## config.mk

```make
export PLATFORM = sky130hd
export DESIGN_NAME = pov_frame_sequencer
export DESIGN_NICKNAME = d
export VERILOG_FILES = /design/src/rtl/pov_pkg.sv /design/src/rtl/pov_frame_timer.sv /design/src/rtl/pov_frame_sequencer.sv
export SDC_FILE = /design/constraint.sdc
export NUM_CORES = 1
export LEC_CHECK = 0
export CAP_MARGIN = 40
export CORE_ASPECT_RATIO = 1.4
export CORE_MARGIN = 2
export CORE_UTILIZATION = 25
export CTS_CLUSTER_SIZE = 40
export DETAILED_ROUTE_END_ITERATION = 8
export DONT_BUFFER_PORTS = 1
export REMOVE_ABC_BUFFERS = 1
export SKIP_LAST_GASP = 1
export SLEW_MARGIN = 20
export SYNTH_ARGS = -nofsm -noshare
export SYNTH_HDL_FRONTEND = slang
export SYNTH_SLANG_ARGS = --single-unit
```

## constraint.sdc

```tcl
create_clock -name clk -period 6.6 [get_ports clk]
set_clock_uncertainty 0.1 [all_clocks]
set_input_delay 1.32 -clock clk [delete_from_list [all_inputs] [get_ports clk]]
set_output_delay 1.32 -clock clk [all_outputs]
set_load 0.02 [all_outputs]
```

## src/rtl/pov_pkg.sv

```systemverilog
// Shared play-mode encodings, FSM state type and sizing helpers for the POV frame sequencer.
package pov_pkg;

   localparam logic [1:0] MODE_LOOP     = 2'b00;
   localparam logic [1:0] MODE_PINGPONG = 2'b01;
   localparam logic [1:0] MODE_ONESHOT  = 2'b10;
   localparam logic [1:0] MODE_PAUSE    = 2'b11;

   typedef enum logic [1:0] {
      ST_UP   = 2'd0,
      ST_DOWN = 2'd1,
      ST_DONE = 2'd2
   } play_state_t;

   function automatic int frame_size(input int led_count, input int tex_width);
      return led_count * tex_width;
   endfunction

   function automatic int addr_w(input int led_count, input int tex_width, input int num_frames);
      int w;
      w = $clog2(frame_size(led_count, tex_width) * num_frames);
      return (w < 1) ? 1 : w;
   endfunction

endpackage

```

## src/rtl/pov_frame_timer.sv

```systemverilog
// Animation timer and play-mode FSM: produces frame_tick, the frame index and its ROM base offset.
// The FSM state is exported so the parent (and checkers) can observe direction and completion.
module pov_frame_timer
   import pov_pkg::*;
#(
   parameter int LED_COUNT  = 52,
   parameter int TEX_WIDTH  = 64,
   parameter int NUM_FRAMES = 237,
   parameter int ADDR_W     = addr_w(LED_COUNT, TEX_WIDTH, NUM_FRAMES)
) (
   input  logic              clk,
   input  logic              reset,
   input  logic [1:0]        mode,
   input  logic [31:0]       cycles_per_frame,
   input  logic              start,
   output logic              frame_tick,
   output logic [7:0]        frame_idx,
   output logic [ADDR_W-1:0] frame_base,
   output play_state_t       state
);

   localparam logic [ADDR_W-1:0] FRAME_SZ = ADDR_W'(frame_size(LED_COUNT, TEX_WIDTH));
   localparam logic [7:0]        LAST     = 8'(NUM_FRAMES - 1);

   logic [31:0]       timer_q, timer_d;
   logic              tick_q, tick_d;
   logic [7:0]        frame_q, frame_d;
   logic [ADDR_W-1:0] base_q, base_d;
   play_state_t       state_q, state_d;
   logic [1:0]        mode_q;
   logic              run;

   always_ff @(posedge clk) begin
      if (reset) begin
         timer_q <= '0;
         tick_q  <= 1'b0;
         frame_q <= '0;
         base_q  <= '0;
         state_q <= ST_UP;
         mode_q  <= MODE_LOOP;
      end else begin
         timer_q <= timer_d;
         tick_q  <= tick_d;
         frame_q <= frame_d;
         base_q  <= base_d;
         state_q <= state_d;
         mode_q  <= mode;
      end
   end

   always_comb begin
      timer_d = timer_q;
      tick_d  = 1'b0;
      frame_d = frame_q;
      base_d  = base_q;
      state_d = state_q;
      run     = (mode != MODE_PAUSE) && (cycles_per_frame != 32'd0);

      // >= so that lowering cycles_per_frame mid-count expires immediately
      if (run) begin
         if (timer_q >= cycles_per_frame - 32'd1) begin
            timer_d = '0;
            tick_d  = 1'b1;
         end else begin
            timer_d = timer_q + 32'd1;
         end
      end

      if ((mode != mode_q) && (state_q == ST_DONE))
         state_d = ST_UP;

      // frame_base moves by +/-FRAME_SZ alongside frame_idx, so no multiplier is needed
      if (tick_q) begin
         case (mode)
            MODE_LOOP: begin
               if (frame_q == LAST) begin
                  frame_d = '0;
                  base_d  = '0;
               end else begin
                  frame_d = frame_q + 8'd1;
                  base_d  = base_q + FRAME_SZ;
               end
            end
            MODE_PINGPONG: begin
               if (state_d == ST_DOWN) begin
                  if (frame_q != 8'd0) begin
                     frame_d = frame_q - 8'd1;
                     base_d  = base_q - FRAME_SZ;
                  end else begin
                     frame_d = frame_q + 8'd1;
                     base_d  = base_q + FRAME_SZ;
                     state_d = ST_UP;
                  end
               end else if (frame_q != LAST) begin
                  frame_d = frame_q + 8'd1;
                  base_d  = base_q + FRAME_SZ;
               end else if (LAST != 8'd0) begin
                  frame_d = frame_q - 8'd1;
                  base_d  = base_q - FRAME_SZ;
                  state_d = ST_DOWN;
               end
            end
            MODE_ONESHOT: begin
               if (state_d != ST_DONE) begin
                  if (frame_q != LAST) begin
                     frame_d = frame_q + 8'd1;
                     base_d  = base_q + FRAME_SZ;
                  end
                  if ((frame_q == LAST) || (frame_q + 8'd1 == LAST))
                     state_d = ST_DONE;
               end
            end
            default: ;
         endcase
      end

      if (start) begin
         timer_d = '0;
         tick_d  = 1'b0;
         frame_d = '0;
         base_d  = '0;
         state_d = ST_UP;
      end
   end

   assign frame_tick = tick_q;
   assign frame_idx  = frame_q;
   assign frame_base = base_q;
   assign state      = state_q;

endmodule

```

## src/rtl/pov_frame_sequencer.sv

```systemverilog
// POV frame sequencer: animation timing plus a 2-stage per-strip texture ROM address pipeline.
// Optional macro POV_SYNC_SWAP_EN defers frame changes to the next theta wrap (tear-free).
module pov_frame_sequencer
   import pov_pkg::*;
#(
   parameter int LED_COUNT  = 52,
   parameter int TEX_WIDTH  = 64,
   parameter int THETA_BITS = 6,
   parameter int PX_BITS    = 6,
   parameter int NUM_FRAMES = 237,
   parameter int NUM_CH     = 2,
   parameter int ADDR_W     = addr_w(LED_COUNT, TEX_WIDTH, NUM_FRAMES)
) (
   input  logic                       clk,
   input  logic                       reset,
   input  logic [1:0]                 mode,
   input  logic [31:0]                cycles_per_frame,
   input  logic                       start,
   input  logic [THETA_BITS-1:0]      theta,
   input  logic [NUM_CH*PX_BITS-1:0]  px_num,
   output logic [NUM_CH*ADDR_W-1:0]   rom_addr,
   output logic [7:0]                 frame_idx,
   output logic                       frame_tick,
   output logic                       done
);

   logic              tm_tick;
   logic [7:0]        tm_frame;
   logic [ADDR_W-1:0] tm_base;
   play_state_t       tm_state;
   logic [7:0]        disp_frame;
   logic [ADDR_W-1:0] disp_base;
   logic [ADDR_W-1:0] base_s1;

   pov_frame_timer #(
      .LED_COUNT  (LED_COUNT),
      .TEX_WIDTH  (TEX_WIDTH),
      .NUM_FRAMES (NUM_FRAMES),
      .ADDR_W     (ADDR_W)
   ) u_timer (
      .clk              (clk),
      .reset            (reset),
      .mode             (mode),
      .cycles_per_frame (cycles_per_frame),
      .start            (start),
      .frame_tick       (tm_tick),
      .frame_idx        (tm_frame),
      .frame_base       (tm_base),
      .state            (tm_state)
   );

`ifdef POV_SYNC_SWAP_EN
   logic [THETA_BITS-1:0] theta_q;
   logic                  pending_q;
   logic [7:0]            swap_frame_q;
   logic [ADDR_W-1:0]     swap_base_q;
   logic                  wrap;

   assign wrap = theta < theta_q;

   // The timer holds the "next" frame; the displayed copy only moves on a revolution boundary
   always_ff @(posedge clk) begin
      if (reset) begin
         theta_q      <= '0;
         pending_q    <= 1'b0;
         swap_frame_q <= '0;
         swap_base_q  <= '0;
      end else begin
         theta_q <= theta;
         if (start) begin
            pending_q    <= 1'b0;
            swap_frame_q <= '0;
            swap_base_q  <= '0;
         end else begin
            if (wrap && pending_q) begin
               swap_frame_q <= tm_frame;
               swap_base_q  <= tm_base;
            end
            if (tm_tick)
               pending_q <= 1'b1;
            else if (wrap && pending_q)
               pending_q <= 1'b0;
         end
      end
   end

   assign disp_frame = swap_frame_q;
   assign disp_base  = swap_base_q;
`else
   assign disp_frame = tm_frame;
   assign disp_base  = tm_base;
`endif

   always_ff @(posedge clk) begin
      if (reset) base_s1 <= '0;
      else       base_s1 <= disp_base;
   end

   for (genvar c = 0; c < NUM_CH; c++) begin : g_ch
      localparam logic [THETA_BITS-1:0] COL_OFF = THETA_BITS'(c * TEX_WIDTH / NUM_CH);

      logic [THETA_BITS-1:0] col_q;
      logic [ADDR_W-1:0]     pxo_q;
      logic [ADDR_W-1:0]     sum_q;

      always_ff @(posedge clk) begin
         if (reset) begin
            col_q <= '0;
            pxo_q <= '0;
            sum_q <= '0;
         end else begin
            col_q <= theta + COL_OFF;
            pxo_q <= ADDR_W'(px_num[c*PX_BITS +: PX_BITS]) << THETA_BITS;
            sum_q <= base_s1 + pxo_q + ADDR_W'(col_q);
         end
      end

      assign rom_addr[c*ADDR_W +: ADDR_W] = sum_q;
   end

   assign frame_idx  = disp_frame;
   assign frame_tick = tm_tick;
   assign done       = (tm_state == ST_DONE);

endmodule

```

After elaboration in Yosys (flattened, before gate mapping):

Cells that the tools add are included.

* flip-flop bits (word level): 177
* input port bits: 55
* output and inout port bits: 50
* logic and storage cells: 74

* $add $sub $neg: 11
* $lt $le $gt $ge: 1
* equality and inequality tests: 12
* mux-type cells: 24
* bitwise gates (word level): 1
* reduce and logical (&&, ||, !) cells: 10

Operators by type and width (number)
* $mux W20: 6
* $pmux W20 S3: 1
* $mux W8: 6
* $add A20 B20 Y20: 2
* $add A20 B6 Y20: 2
* $add A32 B1 Y32 const B: 1
* $ge A32 B32 Y1: 1
* $mux W32: 1
* $reduce_bool A32 Y1: 1
* $sub A32 B1 Y32 const B: 1
* $pmux W8 S3: 1
* $add A20 B12 Y20 const B: 1
* $sub A20 B12 Y20 const B: 1
* $eq A8 B8 Y1 const B: 2
* $mux W2: 7
* $add A8 B1 Y8 const B: 1
* $ne A8 B8 Y1 const B: 1
* $reduce_bool A8 Y1: 1
* $sub A8 B1 Y8 const B: 1
* $add A6 B6 Y6 const B: 1
* $eq A2 B1 Y1 const B: 2
* $eq A2 B2 Y1 const B: 2
* $ne A2 B1 Y1 const B: 2
* $ne A2 B2 Y1 const B: 2
* 11 further kinds: 12

Logic depth before layout (Yosys ltp):

* depth in word-level cells: 7
* gate-level depth with buffers: 17
* gate-level depth less buffers: 15

Modules after synthesis:

Synthesis repeated with hierarchy kept, for this count alone.

* cells, all modules: 985
* area, all modules: 8159.1 um2

By module, submodules not included
* pov_frame_timer: times used 1, cells an instance 645, area an instance 4873.4 um2, sequential area each 1141.1 um2
* pov_frame_sequencer: times used 1, cells an instance 340, area an instance 3285.7 um2, sequential area each 1481.4 um2

Least setup slack after synthesis:

Ideal clock, no wire load.

* path type: input to register
* start: in cycles_per_frame[7]
* end: reg u_timer.timer_q[12]
* setup time: 84 ps
* arrival: 4757 ps
* data required time: 6416 ps
* setup slack: 1660 ps
* cell stages on the path: 16
* path buffers: 3
* cell sequence: nor4_1 > nand2_1 > or3_1 > clkbuf_1 > or3_1 > or3_1 > xor2_1 > ha_1 > nand2_1 > o21ai_0 > a221oi_1 > o31a_1 > buf_4 > nand3_4 > buf_6 > o31ai_4

* word-level cells in the longest chain between the ends: 3
* elaborated cells between the ends (all ways): 5
* those cells by class: add/sub: 1; order compare: 1; mux: 1; reduce/logical: 2

Ends and longest elaborated chain
* start: declaration: RTL line pov_frame_sequencer.sv:17 `input logic [31:0] cycles_per_frame,`
* $sub A32 B1 Y32: RTL line pov_frame_timer.sv:61 `if (timer_q >= cycles_per_frame - 32'd1) begin`
* $ge A32 B32 Y1: RTL line pov_frame_timer.sv:61
* $mux W32: RTL line pov_frame_timer.sv:61
* end signal: assignment: RTL line pov_frame_timer.sv:42 `timer_q <= timer_d;`
* end: declaration: RTL line pov_frame_timer.sv:25 `logic [31:0] timer_q, timer_d;`

Several ways; a longest one is shown, not always the timed one.
A chain may end at the register's enable or synchronous reset.

Worst setup path after layout:

* start: in cycles_per_frame[7]
* end: reg u_timer.timer_q[30]

The elaborated chain is that of the path after synthesis.

==> reports/qor.yml <==
cts_buffers: 17
drt_iter0_markers: 282
drc: 0
cp-start-kind: "primary input"
ys_ff_latch: 123
vias: 6262
die_w_um: 149
ant_nets: 0
critPathTopFamily: "simple AND/OR/NAND/NOR gates"
fin_tns_setup_ns: 0
grt_max_degree: 71
grt_pass1_vias: 6228
synth_edf_count: 0
ios: 105
synth-seq-area-share: 0.335
hold-worst-slack_ns: 0.334
irDropWorstVdd_mv: 0.126
ctsHoldBuffers: 0
wl_mm: 18.8
final_common_cell: "dfxtp_1"
synth_cell_types: 59
final_cell_mix: "123 x dfxtp_1, 102 x nand2_1, 99 x nor2_1, 50 x nor2b_1, 50 x ha_1"
total_leakage_power_nw: 3.14
power_per_cell_area_mw_per_mm2: 212
tritoncts: "yes"
clk_latency_ns: 0.42
cp.arrival_ns: 5.48
start_util: 0.253
synth_area_leaders: "dfxtp_1 33%, ha_1 8.5%, xor2_1 5.2%, nand2_1 5.2%, nor2_1 5.0%"
finalSetupViolations: 0
critPathBufInv: 0
async_flop_share: 0
relSlewSlack: 0.486
crit_path_end_kind: "register"
dieHeight_um: 207
crit_slowest_cell: "o21ai_2"
htree_levels: 4
n_antenna_cell: 0
drive_above_1_share: 0.0714
clockBufferDepth: 2
grt_overflow: 0
final_nets: 989
required_ns: 6.78
grt.total_usage: 0.122
worstHoldPathType: "reg2reg"
firstDrtPassIters: 4
crit_fanout: 15
core.rowCount: 74
netlist.area_leader.share: 0.335
core_area_mm2: 0.0291
crit_chain: "nor4_1 -> nand2_1 -> or3_1 -> or3_1 -> or3_1 -> xor2_1 -> ha_1 -> nand2_1 -> nor2_1 -> nand2_1 -> o21bai_1 -> o21ai_2 -> nor2_1"
period_share: 0.804
setup.worst_path.class: "in2reg"
post_cts_buffers: 0
yosys.area.top_type: "dfxtp_1"
outcome: "finished, final reports clean"
netlist_instances: 907
fin_crit_ns: 5.30
drv_cap: 0
syn_area_mm2: 0.00736
cts-root-buf: "clkbuf_16"
clock_sinks: 123
clk_pin_slew_worst_paths_ns: 0.06
place_congestion: 0.857
grt_first_pass_wirelength_mm: 30.5
antenna_found_initial: 0
hpwl_mm: 13.9
viasPerCell: 4.91
cts_resized: 0
area_growth_pct: 12.1
syn_avg_cell_area_um2: 8.11
wire_per_inst_um: 14.7
finalMaxSlewViolations: 0
finalHoldViolations: 0
synthFlopType: "dfxtp_1"
die-area_mm2: 0.0308
rsz0062_at_grt: "no"
yosys_warnings: 0
slowest_delay_ns: 0.60
place.port_buffers: 0
tightestPinTransition_ns: 0.767
fmax_mhz: 189
==> stage by stage <==
step           cells  utilization  worst slack (ns)  power (W)  instance area [um2]
2_1_floorplan    854            -              1.30   0.000845                 7120
3_3_place_gp    1242        0.264             0.909   0.000868                 7660
3_5_place_dp    1245        0.265             0.771   0.000870                 7690
4_1_cts         1276        0.284              1.22    0.00178                 8250
5_1_grt         1276        0.284              1.01    0.00183                 8250
6_report        1276        0.284              1.30    0.00175                 8250
==> state kept, by name, summed over array words and instances (netlist names) <==
register and cells:
u_timer.timer_q 32, u_timer.frame_tick 1, g_ch.sum_q 35, u_timer.state 2, u_timer.mode_q 2, u_timer.frame_base 12, g_ch.pxo_q 12, u_timer.frame_idx 8
g_ch.col_q 7, base_s1 12
==> metal layers <==
| metal | vias to the layer above | share of wire | wire, um | GRT usage |
|---|---|---|---|---|
| met5 | - | 0 | 0 | 0 |
| met4 | 0 | 0.023 | 427 | 0.0424 |
| met3 | 34 | 0.046 | 871 | 0.0313 |
| met2 | 165 | 0.52 | 9850 | 0.226 |
| met1 | 2923 | 0.41 | 7660 | 0.132 |
| li1 | 3140 | - | - | - |
==> layout make-up <==
type,instances,area [um2]
fill,3140,20800
inverter,15,56.3
clock inverter,13,120
tap,380,475
timing repair buffer,11,83.8
sequential,123,2460
multi-input combinational,716,4620
clock buffer,18,439
==> worst register-to-register path, cell delays in order, from the launching register on <==
cell and delay [ns]:
dfxtp_1 0.51, inv_1 0.13, ha_1 0.19, or4b_1 0.56, or3_1 0.47, o21ai_2 0.26, buf_6 0.23, or2_2 0.22
o21ai_0 0.11, a21oi_1 0.19, o22ai_1 0.10
==> final timing paths <==
kind / startpoint / endpoint / slack [ns] / cells after the start
hold reg to reg: g_ch[0].pxo_q[6]$_SDFF_PP0_ / g_ch[0].sum_q[6]$_SDFF_PP0_ / 0.33 / 1
hold / removal: g_ch[0].pxo_q[6]$_SDFF_PP0_ / g_ch[0].sum_q[6]$_SDFF_PP0_ / 0.33 / 1
setup reg to reg: u_timer.frame_idx[0]$_SDFFE_PP0P_ / u_timer.frame_base[12]$_SDFFE_PP0P_ / 3.39 / 10
setup / recovery: cycles_per_frame[7] / u_timer.timer_q[30]$_SDFFE_PP0P_ / 1.30 / 13
==> Yosys cell counts, types with 3 or more instances <==
master,n
a2111oi_0,3
a211oi_1,6
a21boi_0,3
a21o_1,8
a21oi_1,39
a221oi_1,4
a22oi_1,4
a311oi_1,3
a31oi_1,10
and2_1,6
and3_1,11
and4_1,5
buf_2,5
buf_4,6
clkbuf_1,39
dfxtp_1,123
ha_1,50
inv_1,15
nand2_1,102
nand2b_1,9
nand3_1,49
nand4_1,14
nor2_1,99
nor2b_1,50
nor3_1,25
nor4_1,10
o211ai_1,10
o21a_1,3
o21ai_0,33
o221ai_1,3
o22ai_1,6
o31ai_1,6
o31ai_2,3
o31ai_4,5
or2_2,6
or3_1,14
or4_1,6
xnor2_1,40
xor2_1,44
==> report_power, final <==
part | leakage [nW] | internal, W | switching, W
clock | 0.269 | 0.000528 | 0.000371
sequential | 0.999 | 0.000755 | 0.0000119
combinational | 1.87 | 0.0000344 | 0.0000521
==> cell families (layout without fill, tap and decap cells) <==
group,after synthesis,count (layout),synth area share
fa+ha+maj,50,50,0.0850
xor+xnor,84,84,0.100
flops,123,123,0.335
simple gates,416,416,0.283
buf+inv,68,57,0.0396
compound gates,166,166,0.158
Power figures use the tool's default switching activity.
